## config.mk

```make
export PLATFORM = sky130hd
export DESIGN_NAME = cpu_mem_arbiter
export DESIGN_NICKNAME = d
export VERILOG_FILES = /design/src/rtl/cpu_mem_arbiter.sv
export SDC_FILE = /design/constraint.sdc
export NUM_CORES = 1
export LEC_CHECK = 0
export BUFFER_PORTS_ARGS = -buffer_cell sky130_fd_sc_hd__buf_2
export CORE_ASPECT_RATIO = 0.5
export CORE_MARGIN = 2
export CORE_UTILIZATION = 40
export DETAILED_ROUTE_END_ITERATION = 8
export GPL_TIMING_DRIVEN = 0
export PLACE_DENSITY = 0.71
export SYNTH_ARGS = -nofsm -noshare
export SYNTH_HDL_FRONTEND = slang
export SYNTH_SLANG_ARGS = --single-unit
```

## constraint.sdc

```tcl
create_clock -name clk -period 5.25 [get_ports clk]
set_input_delay 1.05 -clock clk [delete_from_list [all_inputs] [get_ports clk]]
set_output_delay 1.05 -clock clk [all_outputs]
set_load 0.02 [all_outputs]
```

## src/rtl/cpu_mem_arbiter.sv

```systemverilog
// Single-port RAM arbiter for fetch, load and store clients.
// One-entry store buffer absorbs store conflicts and forwards to loads.
module cpu_mem_arbiter #(
   parameter int AW = 11,
   parameter int DW = 32
) (
   input  logic          clk,
   input  logic          reset,
   input  logic          read_mem_ir,
   input  logic [AW-1:0] mem_radrs_ir,
   output logic [DW-1:0] instruction_fetch,
   output logic          fetch_stall,
   input  logic          read_mem_str,
   input  logic [AW-1:0] mem_radrs_ld,
   output logic [DW-1:0] mem_store_data,
   input  logic          write_mem,
   input  logic [AW-1:0] mem_wadrs,
   input  logic [DW-1:0] mem_wdata,
   output logic          ram_en,
   output logic          ram_we,
   output logic [AW-1:0] ram_addr,
   output logic [DW-1:0] ram_wdata,
   input  logic [DW-1:0] ram_rdata,
   output logic          store_drop,
   output logic [15:0]   stall_count
);

   logic          buf_valid;
   logic [AW-1:0] buf_addr;
   logic [DW-1:0] buf_data;

   logic          g_ld;
   logic          g_buf;
   logic          g_st;
   logic          g_fe;

   logic          st_park;
   logic          st_fill;
   logic          st_lost;
   logic          hit_st;
   logic          hit_buf;

   logic          ld_pend;
   logic          ld_fwd;
   logic [DW-1:0] fwd_data;
   logic [DW-1:0] ld_hold;
   logic          fe_pend;

   always_comb begin
      g_ld  = 1'b0;
      g_buf = 1'b0;
      g_st  = 1'b0;
      g_fe  = 1'b0;
      if (!reset) begin
         if (read_mem_str)
            g_ld = 1'b1;
         else if (buf_valid)
            g_buf = 1'b1;
         else if (write_mem)
            g_st = 1'b1;
         else if (read_mem_ir)
            g_fe = 1'b1;
      end
   end

   always_comb begin
      ram_addr = mem_radrs_ir;
      if (g_ld)
         ram_addr = mem_radrs_ld;
      else if (g_buf)
         ram_addr = buf_addr;
      else if (g_st)
         ram_addr = mem_wadrs;
   end

   assign ram_en    = g_ld | g_buf | g_st | g_fe;
   assign ram_we    = g_buf | g_st;
   assign ram_wdata = g_buf ? buf_data : mem_wdata;

   assign fetch_stall = read_mem_ir & ~g_fe & ~reset;

   // A parked store may refill the buffer in the cycle it drains.
   assign st_park = write_mem & ~g_st;
   assign st_fill = st_park & (~buf_valid | g_buf);
   assign st_lost = st_park & buf_valid & ~g_buf;

   assign hit_st  = write_mem & (mem_wadrs == mem_radrs_ld);
   assign hit_buf = buf_valid & (buf_addr == mem_radrs_ld);

   always_ff @(posedge clk) begin
      if (reset) begin
         buf_valid   <= 1'b0;
         buf_addr    <= '0;
         buf_data    <= '0;
         store_drop  <= 1'b0;
         stall_count <= '0;
         ld_pend     <= 1'b0;
         ld_fwd      <= 1'b0;
         fwd_data    <= '0;
         ld_hold     <= '0;
         fe_pend     <= 1'b0;
      end else begin
         if (st_fill) begin
            buf_valid <= 1'b1;
            buf_addr  <= mem_wadrs;
            buf_data  <= mem_wdata;
         end else if (g_buf) begin
            buf_valid <= 1'b0;
         end

         if (st_lost)
            store_drop <= 1'b1;

         if (fetch_stall && stall_count != 16'hFFFF)
            stall_count <= stall_count + 16'd1;

         ld_pend  <= read_mem_str;
         ld_fwd   <= read_mem_str & (hit_st | hit_buf);
         fwd_data <= hit_st ? mem_wdata : buf_data;
         if (ld_pend)
            ld_hold <= mem_store_data;

         fe_pend <= g_fe;
      end
   end

   always_comb begin
      mem_store_data = ld_hold;
      if (ld_pend)
         mem_store_data = ld_fwd ? fwd_data : ram_rdata;
   end

   assign instruction_fetch = fe_pend ? ram_rdata : '0;

endmodule

```

# ---- Yosys cells after proc, flatten, opt, wreduce, memory -nomap -nowiden
# Index checks and enable logic that the tools add are counted.
dict set report word_totals {
  inputBits 102
  word_cells 60
  output_inout_bits 127
  regBits 128
}
dict set report op_classes {
  eq_ne 3
  n_bitwise 20
  muxes 24
  addsub 1
  reduce_logical 2
}
# operator n
set op_table {}
lappend op_table {{2-to-1 mux 32 bit} 5}
lappend op_table {{2-to-1 mux 11 bit} 3}
lappend op_table {{== test 11 bit} 2}
lappend op_table {{adder 16 x 1 -> 16 bit, second input constant} 1}
lappend op_table {{2-to-1 mux 1 bit} 16}
lappend op_table {{inequality test 16 bit, second input constant} 1}
lappend op_table {{AND 1 bit} 9}
lappend op_table {{bitwise OR 1 bit} 6}
lappend op_table {{NOT 1 bit} 5}
lappend op_table {{nonzero test 2 bit} 1}
lappend op_table {{logical AND 1 bit} 1}

# ---- Logic depth before layout (Yosys ltp)
dict set report logic_depth {
  ltp_word 9
  mapped_depth 7
  depth_no_buf 5
}

# ---- Worst setup path after synthesis
# OpenSTA, ideal clock, no wires.
dict set report synth_path {
  path_kind {input to output}
  startpoint {in read_mem_str}
  endpoint {out ram_en}
  n_path_buf 2
  path_stages 6
  t_required_ns 4.200
  arrival_ns 2.340
  path_slack_ns 1.860
  path_cell_list {buf_2 -> nor2_1 -> and2_1 -> buf_6 -> or2_1 -> or3_1}
}
dict set report synth_between {
  elab_chain_len 5
  elab_cells_between_ends 11
  classes_between {mux: 8; bitwise: 3}
}
# element line
set synth_rtl {}
lappend synth_rtl {{start, declared} 13} ;# input logic read_mem_str,
lappend synth_rtl {{2-to-1 mux 1 bit} 55} ;# if (read_mem_str)
lappend synth_rtl {{2-to-1 mux 1 bit} 54} ;# if (!reset) begin
lappend synth_rtl {{bitwise OR 1 bit (2 in a row)} 76} ;# assign ram_en = g_ld | g_buf | g_st | g_fe;
lappend synth_rtl {{bitwise OR 1 bit (*)} 76}
lappend synth_rtl {{end, declared} 19} ;# output logic ram_en,
# Every way passes the cells marked *; elsewhere a longest branch is shown, timed or not.

# ---- Final worst setup path
dict set report layout_path {
  startpoint {in reset}
  endpoint {out ram_addr[0]}
}
dict set report layout_between {
  elab_chain_len 4
  elab_cells_between_ends 6
  classes_between {mux: 6}
}
# element line
set layout_rtl {}
lappend layout_rtl {{start, declared} 8} ;# input logic reset,
lappend layout_rtl {{2-to-1 mux 1 bit} 54}
lappend layout_rtl {{2-to-1 mux 11 bit} 72} ;# else if (g_st)
lappend layout_rtl {{2-to-1 mux 11 bit} 70} ;# else if (g_buf)
lappend layout_rtl {{2-to-1 mux 11 bit (*)} 68} ;# if (g_ld)
lappend layout_rtl {{end, declared} 21} ;# output logic [AW-1:0] ram_addr,
# Marks and branches as above.

==> run_results.csv <==
group,metric,value,unit
detailed_routing,first_pass_iters,5,
placement,pre_cts_ws,1.58,ns
worst_setup_path,crit_path_end,"ram_addr[0]",
worst_setup_path,arrival,2.65,ns
min_path,worstHoldPathCells,2,
worst_setup_path,critPathLaunch,"reset",
clock_network,hold_buffers,0,
clock_network,clk_pin_slew,0.06,ns
yosys,synth_top_family_by_area,"simple AND/OR/NAND/NOR gates",
placement,hpwl,16700,um
power,vdd_drop_max,0.225,mV
floorplan,rows,33,
cells_and_area,seq_area,0.00256,mm^2
yosys,ys_warn_count,0,
yosys,synth-edff-count,0,
floorplan,core_area,0.0164,mm^2
placement,placed_cell_area,0.00810,mm^2
floorplan,die_area,0.0178,mm^2
min_path,hold_path.class,"reg -> reg",
detailed_routing,ant_nets,0,
cells_and_area,drive_gt1_share,26.2,%
clock_network,clk_latency,0.41,ns
worst_setup_path,crit_buf_inv,4,
power,p_clk_share,41.7,%
grt,grt_pass1_wl,33800,um
cells_and_area,multi_input_area,0.00373,mm^2
cells_and_area,syn_to_final_growth,29.4,%
floorplan,dieHeight,95.3,um
worst_setup_path,max_stage_delay,0.42,ns
worst_setup_path,timing.rr.start,"stall_count[0]$_SDFFE_PP0P_",
yosys,synthSimpleGateAreaFrac,29.6,%
yosys,ys_seq_area_share,38.4,%
cells_and_area,antenna_cells,0,
sta,fin_tns_setup,0,ns
sta,maxSlewViolCount,0,
power,p_int,1.81,mW
power,switching_power,773,uW
grt,antenna_found_initial,1,
grt,grt_pass1_vias,6500,
clock_network,clk_path_buf_depth,2,
grt,grt_max_degree,17,
cells_and_area,final_net_count,1223,
clock_network,cts_tree,"built",
worst_setup_path,crit_chain,"buf_2, nor4b_4, buf_2, buf_4, a211oi_1, o21ai_1, buf_2",
floorplan,ioPinCount,229,
sta,worst_pin_slew,0.664,ns
worst_setup_path,rrSetupSlack,3.36,ns
yosys,synth_compound_area_share,17.2,%
grt,grt_use_total,23.9,%
grt,grt_overflow,0,
yosys,netlist_area,0.00668,mm^2
placement,gp_congestion,0.912,
cells_and_area,postLayoutCellArea,0.00864,mm^2
status,outcome,"completed",
worst_setup_path,ff2ff_path_depth,5,
detailed_routing,wl_met1,10100,um
detailed_routing,routed_wl,22100,um
detailed_routing,drc_errors,0,
sta,setup_viol,0,
detailed_routing,dr.max_layer_used,"met5",
worst_setup_path,crit_slowest_cell,"nor4b_4",
sta,relSlewSlack,55.6,%
power,swShare,29.9,%
worst_setup_path,crit_type,"in -> out",
power,p_comb_share,17.7,%
cells_and_area,final_cell_mix,"buf_2, nand2_1, dfxtp_1",
worst_setup_path,critical-path-top-delay-family,"buffers and inverters",
sta,rsz0062_at_grt,"false",
placement,portBuffers,227,
sta,layout_setup_ws,1.55,ns
worst_setup_path,crit_cells,7,
clock_network,cts-htree-levels,4,
yosys,synth_xor_area_share,2.89,%
sta,whs,0.478,ns
detailed_routing,avgRoutedWirePerCell,16.2,um
worst_setup_path,end_kind,"output pin",
power,p_seq_share,40.6,%
yosys,async_flop_share,0,%
sta,fin_skew,0.00794,ns
clock_network,clock-sinks,128,
sta,finalHoldViolations,0,
yosys,synth_nets,977,
detailed_routing,viasPerCell,5.32,
sta,clock.fmax,270,MHz
detailed_routing,wl_met2,9960,um
detailed_routing,drt_iter0_drc,587,
yosys,synth_seq_cells,128,
yosys,avgSynthCellArea,7.64,um^2
floorplan,start_util,40.8,%
sta,period_share,70.6,%
floorplan,fp.dieW,187,um
power,powerDensity,299,mW/mm^2
worst_setup_path,worstPathMaxFanout,10,
cells_and_area,final_common_cell,"buf_2",
worst_setup_path,start_kind,"input port",
clock_network,cts-root-buf,"clkbuf_16",
cells_and_area,num-fill-cells,1601,
worst_setup_path,r2r_end,"stall_count[1]$_SDFFE_PP0P_",
yosys,synth-adder-area-share,0.187,%
worst_setup_path,critical_path_required,4.20,ns
yosys,ys_types,45,
sta,layout_min_cycle_time,3.70,ns
detailed_routing,num_vias,7227,
yosys,syn_inst,874,
clock_network,post_cts_buffers,0,
yosys,synth_mux_area_share,6.07,%
power,p_leak,3.77,nW
clock_network,cts_buffers,17,
run,maxCapViolations,0,
clock_network,cts_resized,0,
worst_setup_path,critical_path.most_common_cell,"buf_2",
yosys,synth_flop_cell,"dfxtp_1",
detailed_routing,met3RoutedLength,1620,um
synthesized netlist by cell type (2+ instances only):
cell type  instances  area [um^2]
and4_1             6         52.6
o211a_1            2         20.0
nand3_1            5         25.0
o21ai_0           16         80.1
mux2_1             3         33.8
a311oi_1           2         17.5
or3_1              5         31.3
nor3_1             3         15.0
a21oi_1          112          561
inv_1              2         7.51
o2111ai_1          2         17.5
nor2b_1           16          100
nor2_1            39          146
buf_6              6         67.6
and2_1            68          425
o31ai_1           33          248
clkbuf_1          47          176
nand2_1          203          762
a211oi_1          12         90.1
and3_1             5         31.3
nor3_2             2         20.0
mux2i_1           36          360
a41oi_1            2         17.5
dfxtp_1          128         2560
buf_2             24          120
nand4_1           44          275
xnor2_1           22          193
o21ai_1           11         55.1
a31oi_1            2         12.5
how the worst min path moves through the flow:
stage,start,endpoint,slack [ns]
2_1_floorplan,buf_data[0]$_SDFFE_PP0P_,buf_data[0]$_SDFFE_PP0P_,0.45
3_3_place_gp,buf_data[0]$_SDFFE_PP0P_,buf_data[0]$_SDFFE_PP0P_,0.46
3_5_place_dp,buf_data[4]$_SDFFE_PP0P_,buf_data[4]$_SDFFE_PP0P_,0.46
4_1_cts,buf_data[0]$_SDFFE_PP0P_,buf_data[0]$_SDFFE_PP0P_,0.47
5_1_grt,buf_data[17]$_SDFFE_PP0P_,buf_data[17]$_SDFFE_PP0P_,0.49
6_report,buf_addr[7]$_SDFFE_PP0P_,buf_addr[7]$_SDFFE_PP0P_,0.48
flip-flops by register name (all words and copies together), names as in the netlist:
register and flops:
buf_addr 11, buf_data 32, buf_valid 1, fe_pend 1
fwd_data 32, ld_fwd 1, ld_hold 32, ld_pend 1
stall_count 16, store_drop 1
tightest hold or removal path: stages, from the launching register on:
cell     delay, ns
dfxtp_1       0.32
nand2_1       0.06
a21oi_1       0.05
metrics by stage:
step	power [mW]	std cells	util, %
3_3_place_gp	1.51	1328	49.5
2_1_floorplan	1.34	874	-
5_1_grt	2.68	1359	52.8
3_5_place_dp	1.52	1328	49.5
6_report	2.58	1359	52.8
4_1_cts	2.59	1359	52.8
cells by family after synthesis:
group,Yosys count
AO/OA/AOI/OAI,197
XOR/XNOR,22
adder cells (fa/ha/maj),1
buffers and inverters,81
flip-flops,128
multiplexers,40
AND/OR/NAND/NOR,405
routing by layer:
layer  track usage [%]  vias up
li1                  -     3510
met1              32.3     3376
met2              38.1      303
met3              5.56       36
met4              7.41        2
met5                 0        -
power groups by stage:
stage | Sequential (mW) | Clock, mW | Combinational, mW
CTS | 1.05 | 1.08 | 0.454
finish | 1.05 | 1.08 | 0.457
floorplan | 1.06 | 0 | 0.277
global route | 1.05 | 1.13 | 0.498
global placement | 1.07 | 0 | 0.445
detailed placement | 1.07 | 0 | 0.452
area by class of cell:
type | count | share of cell area, %
multi-input combinational | 665 | 43.2
sequential | 128 | 29.7
timing repair buffer | 227 | 13.2
clock buffer | 19 | 5.24
buffer | 78 | 4.30
tap | 227 | 3.29
clock inverter | 12 | 1.01
inverter | 3 | 0.130
Power figures use the tool's default switching activity.
